`config.mk`:
```
export PLATFORM = sky130hd
export DESIGN_NAME = board_input_conditioner
export DESIGN_NICKNAME = d
export VERILOG_FILES = /design/src/rtl/board_io_pkg.sv /design/src/rtl/debounce_bit.sv /design/src/rtl/board_input_conditioner.sv
export SDC_FILE = /design/constraint.sdc
export NUM_CORES = 1
export LEC_CHECK = 0
export ABC_AREA = 1
export CORE_UTILIZATION = 55
export DETAILED_ROUTE_END_ITERATION = 16
export PLACE_DENSITY = 0.85
export SYNTH_ARGS = -nofsm -noshare
export SYNTH_HDL_FRONTEND = slang
export SYNTH_HIERARCHICAL = 1
export SYNTH_SLANG_ARGS = --single-unit
```
`constraint.sdc`:
```
create_clock -name clk_clk -period 3.65 [get_ports clk_clk]
set_clock_uncertainty 0.2 [all_clocks]
set_input_delay 0.365 -clock clk_clk [delete_from_list [all_inputs] [get_ports clk_clk]]
set_output_delay 0.365 -clock clk_clk [all_outputs]
set_load 0.01 [all_outputs]
```
`src/rtl/board_io_pkg.sv`:
```
// -----------------------------------------------------------------------------
// board_io_pkg
//   DE10-Lite board constants shared by the input conditioning logic.
//   N_SW / N_BTN      : number of slide switches and KEY push buttons.
//   CLK_HZ            : board system clock frequency.
//   TICK_CYCLES_1MS   : prescaler period giving a 1 ms debounce tick at CLK_HZ.
//   KEY_RELEASED      : idle (released) level of a KEY pin; KEYs are active-low.
//   SW_RESET_LEVEL    : level assumed for a switch while in reset.
// -----------------------------------------------------------------------------
package board_io_pkg;

  localparam int   N_SW            = 10;
  localparam int   N_BTN           = 2;
  localparam int   CLK_HZ          = 50_000_000;
  localparam int   TICK_CYCLES_1MS = CLK_HZ / 1000;

  localparam logic KEY_RELEASED    = 1'b1;
  localparam logic SW_RESET_LEVEL  = 1'b0;

endpackage : board_io_pkg

```
`src/rtl/debounce_bit.sv`:
```
// -----------------------------------------------------------------------------
// debounce_bit
//   Synchronises one asynchronous pin and accepts a new level only after it has
//   disagreed with the accepted level for DB_TICKS consecutive debounce ticks.
//   Ports:
//     clk    in  system clock
//     rst_n  in  synchronous reset, active-low
//     raw    in  asynchronous pin
//     tick   in  shared debounce tick strobe (one clk cycle wide)
//     level  out accepted (debounced) level, registered
//     rise   out one-cycle pulse, registered with level, on accepted 0->1
//     fall   out one-cycle pulse, registered with level, on accepted 1->0
// -----------------------------------------------------------------------------
module debounce_bit
  import board_io_pkg::*;
#(
  parameter int   SYNC_STAGES = 2,
  parameter int   DB_TICKS    = 10,
  parameter logic RESET_LEVEL = 1'b0
) (
  input  logic clk,
  input  logic rst_n,
  input  logic raw,
  input  logic tick,
  output logic level,
  output logic rise,
  output logic fall
);

  localparam int               CNT_W    = (DB_TICKS > 1) ? $clog2(DB_TICKS) : 1;
  localparam logic [CNT_W-1:0] CNT_LAST = CNT_W'(DB_TICKS - 1);

  logic [SYNC_STAGES-1:0] sync_p0;
  logic                   s;
  logic [CNT_W-1:0]       cnt;

  assign s = sync_p0[SYNC_STAGES-1];

  // Stage p0: synchroniser chain; reset to the idle level so no false
  // disagreement is seen right after reset.
  always_ff @(posedge clk) begin
    if (!rst_n) begin
      sync_p0 <= {SYNC_STAGES{RESET_LEVEL}};
    end else begin
      sync_p0 <= {sync_p0[SYNC_STAGES-2:0], raw};
    end
  end

  // Stage p1: qualification counter and accepted level. The counter only ever
  // reaches CNT_LAST because acceptance clears it, so it cannot overflow.
  always_ff @(posedge clk) begin
    if (!rst_n) begin
      level <= RESET_LEVEL;
      cnt   <= '0;
      rise  <= 1'b0;
      fall  <= 1'b0;
    end else begin
      rise <= 1'b0;
      fall <= 1'b0;
      if (s == level) begin
        cnt <= '0;
      end else if (tick) begin
        if (cnt == CNT_LAST) begin
          level <= s;
          cnt   <= '0;
          rise  <= s;
          fall  <= ~s;
        end else begin
          cnt <= cnt + 1'b1;
        end
      end
    end
  end

endmodule : debounce_bit

```
`src/rtl/board_input_conditioner.sv`:
```
// -----------------------------------------------------------------------------
// board_input_conditioner
//   Synchronises and debounces the DE10-Lite SW and KEY pins before they reach
//   the switch/button PIOs, and produces one-cycle change/press events.
//   Ports:
//     clk_clk          in  system clock
//     reset_reset_n    in  synchronous reset, active-low
//     sw_raw_i         in  asynchronous switch pins
//     btn_raw_i        in  asynchronous KEY pins (0 = pressed)
//     switch_export_o  out debounced switch levels
//     button_export_o  out debounced KEY levels, board polarity
//     sw_change_o      out one-cycle pulse on any debounced switch transition
//     btn_press_o      out one-cycle pulse on debounced press (1->0) only
//     tick_o           out one-cycle debounce tick strobe
// -----------------------------------------------------------------------------
module board_input_conditioner
  import board_io_pkg::*;
#(
  parameter int N_SW        = board_io_pkg::N_SW,
  parameter int N_BTN       = board_io_pkg::N_BTN,
  parameter int SYNC_STAGES = 2,
  parameter int TICK_CYCLES = TICK_CYCLES_1MS,
  parameter int DB_TICKS    = 10
) (
  input  logic             clk_clk,
  input  logic             reset_reset_n,
  input  logic [N_SW-1:0]  sw_raw_i,
  input  logic [N_BTN-1:0] btn_raw_i,
  output logic [N_SW-1:0]  switch_export_o,
  output logic [N_BTN-1:0] button_export_o,
  output logic [N_SW-1:0]  sw_change_o,
  output logic [N_BTN-1:0] btn_press_o,
  output logic             tick_o
);

  localparam int               PRE_W    = (TICK_CYCLES > 1) ? $clog2(TICK_CYCLES) : 1;
  localparam logic [PRE_W-1:0] PRE_LAST = PRE_W'(TICK_CYCLES - 1);

  logic [PRE_W-1:0] presc;
  logic             tick;

  logic [N_SW-1:0]  sw_rise;
  logic [N_SW-1:0]  sw_fall;
  logic [N_BTN-1:0] btn_rise;
  logic [N_BTN-1:0] btn_fall;

  // Stage p0: shared free-running prescaler; tick is a decode of a register,
  // so no raw pin reaches tick_o combinationally.
  always_ff @(posedge clk_clk) begin
    if (!reset_reset_n) begin
      presc <= '0;
    end else if (presc == PRE_LAST) begin
      presc <= '0;
    end else begin
      presc <= presc + 1'b1;
    end
  end

  assign tick   = (presc == PRE_LAST);
  assign tick_o = tick;

  for (genvar i = 0; i < N_SW; i++) begin : g_sw
    debounce_bit #(
      .SYNC_STAGES (SYNC_STAGES),
      .DB_TICKS    (DB_TICKS),
      .RESET_LEVEL (SW_RESET_LEVEL)
    ) u_db (
      .clk   (clk_clk),
      .rst_n (reset_reset_n),
      .raw   (sw_raw_i[i]),
      .tick  (tick),
      .level (switch_export_o[i]),
      .rise  (sw_rise[i]),
      .fall  (sw_fall[i])
    );
  end

  for (genvar j = 0; j < N_BTN; j++) begin : g_btn
    debounce_bit #(
      .SYNC_STAGES (SYNC_STAGES),
      .DB_TICKS    (DB_TICKS),
      .RESET_LEVEL (KEY_RELEASED)
    ) u_db (
      .clk   (clk_clk),
      .rst_n (reset_reset_n),
      .raw   (btn_raw_i[j]),
      .tick  (tick),
      .level (button_export_o[j]),
      .rise  (btn_rise[j]),
      .fall  (btn_fall[j])
    );
  end

  // Switches report both edges; KEYs are active-low so only a fall is a press
  // and a release (rise) is deliberately dropped.
  assign sw_change_o = sw_rise | sw_fall;
  assign btn_press_o = btn_fall;

  logic unused_btn_rise;
  assign unused_btn_rise = ^btn_rise;

endmodule : board_input_conditioner

```
==> summary.md <==
| Metric | Value |
|---|---|
| Die height | 98.9 um |
| Number of global-route vias before repair | 4378 |
| Largest net degree at the start of global routing | 50 |
| First-pass GRT wire length | 18100 um |
| Pins Over Slew Limit | 0 |
| Grt ovf | 0 |
| Final hold vios | 0 |
| Commonest non-fill, non-tap cell in the layout | nand2_1 |
| CTS Hold Bufs | 0 |
| Setup crit start kind | flip-flop |
| Vias | 4508 |
| Max clock buf depth | 2 |
| Final instance area | 0.00629 mm2 |
| H-tree depth | 4 |
| Total of max-cap violations | 0 |
| PwrDens | 498 mW/mm2 |
| Pleak | 2.58 nW |
| Synthesized area | 0.00516 mm2 |
| CTS buffer count | 17 |
| Avg WL per Cell | 11.8 um |
| Final nets | 784 |
| Clk_lat worst skew | 510 ps |
| Peak supply drop | 0.316 mV |
| N_diodes | 0 |
| Detailed Route WL | 10500 um |
| Synth-to-Final Area Change | 21.8% |
| DRC | 0 |
| Setup TNS | 0 ps |
| Worst setup EP type | output pin |
| Final min period | 2870 ps |
| Cts repair resizes | 0 |
| Crit-path max FO | 5 |
| DPL Wire Length | 6860 um |
| Hold Path Class | primary input to flip-flop |
| Worst-path clk slew | 60 ps |
| Routed Antenna Nets | 0 |
| Most frequent cells in the layout | nand2_1 (166), dfxtp_1 (122), nor2_1 (116) |
| Crit Path Category | flip-flop to output pin |
| Syn_nets | 727 |
| Sink Count | 122 |
| Core Rows | 34 |
| Post-CTS Repair Setup Buffers | 0 |
| Worst-margin pin slew | 980 ps |
| First-pass DRT Iterations | 5 |
| Critical Path RT | 3080 ps |
| Period utilization | 0.786 |
| Fin util | 0.707 |
| Die W | 98.9 um |
| Final setup violation count | 0 |
| Drt first-iter violations | 179 |
| Ys Warns | 6 |
| DP Area | 0.00568 mm2 |
| Total Routing Usage GR | 0.231 |
| Via/cell ratio | 5.07 |
| Status | complete, no violations |
| Worst slew margin | 0.347 |
| Share of cells above drive strength 1 | 0.155 |
| Starting density of the core | 0.581 |
| CTS tree | yes |
| Area of the core | 0.00889 mm2 |
| Initial antenna violation count | 0 |
| Worst Path Arrival | 2300 ps |
| Average instance area after synthesis | 7.25 um2 |
| FMAX | 0.348 GHz |
| Cells after synthesis | 712 |
| Die Footprint | 0.00978 mm2 |
| Port Buffers | 38 |
| Final GP Congestion | 0.847 |
| Root buffer cell | clkbuf_8 |
| RSZ-0062 raised after global routing | false |
| IO Count | 39 |
## registers in the layout, indices dropped and copies added, names as in the netlist
register / count
g_btn.u_db/cnt: 8
g_btn.u_db/fall: 2
g_btn.u_db/level: 2
g_btn.u_db/sync_p0: 4
g_sw.u_db/cnt: 40
g_sw.u_db/fall: 10
g_sw.u_db/level: 10
g_sw.u_db/rise: 10
g_sw.u_db/sync_p0: 20
presc: 16
## stage by stage
stage,setup slack [ps],hold WS [ps],total power (W),std cells
floorplan,320,180,0.00142,712
global placement,1340,192,0.00145,858
detailed placement,1200,201,0.00145,858
CTS,753,156,0.00315,890
global route,670,175,0.00324,890
finish,780,173,0.00313,890
## layout make-up
class                           count  area, um2
Clock buffer                       24        470
Clock inverter                      8        140
Fill cell                         653       2600
Inverter                          114        428
Multi-Input combinational cell    475       2290
Sequential cell                   122       2440
Tap cell                          108        135
Timing Repair Buffer               39        383
## critical path, cell delays in order, from the launching register on
cell,delay (ps)
dfxtp_1,390
ha_1,210
nand3_1,170
or2_2,350
nor2_4,130
clkdlybuf4s50_1,560
## metal layers
layer,part of all wire,vias up,track usage
met5,0,-,0
met4,0.016,0,0.111
met3,0.047,19,0.0582
met2,0.50,114,0.417
met1,0.43,2057,0.252
li1,-,2318,-
## power by group
group,switching (W),internal [W]
registers,0.00000914,0.00135
logic,0.0000436,0.0000278
clock network,0.000544,0.00116
total,0.000597,0.00253
## final timing paths
check	slack, ps	startpoint	endpoint	cells past startpoint
worst max register to register	1110	presc[0]	g_sw[6].u_db/level	10
worst min register to register	210	g_btn[0].u_db/sync_p0[0]	g_btn[0].u_db/sync_p0[1]	2
worst min-delay path	170	sw_raw_i[1]	g_sw[1].u_db/sync_p0[0]	3
worst max-delay path	780	presc[0]	tick_o	5
(Power assumes the default switching activity.)
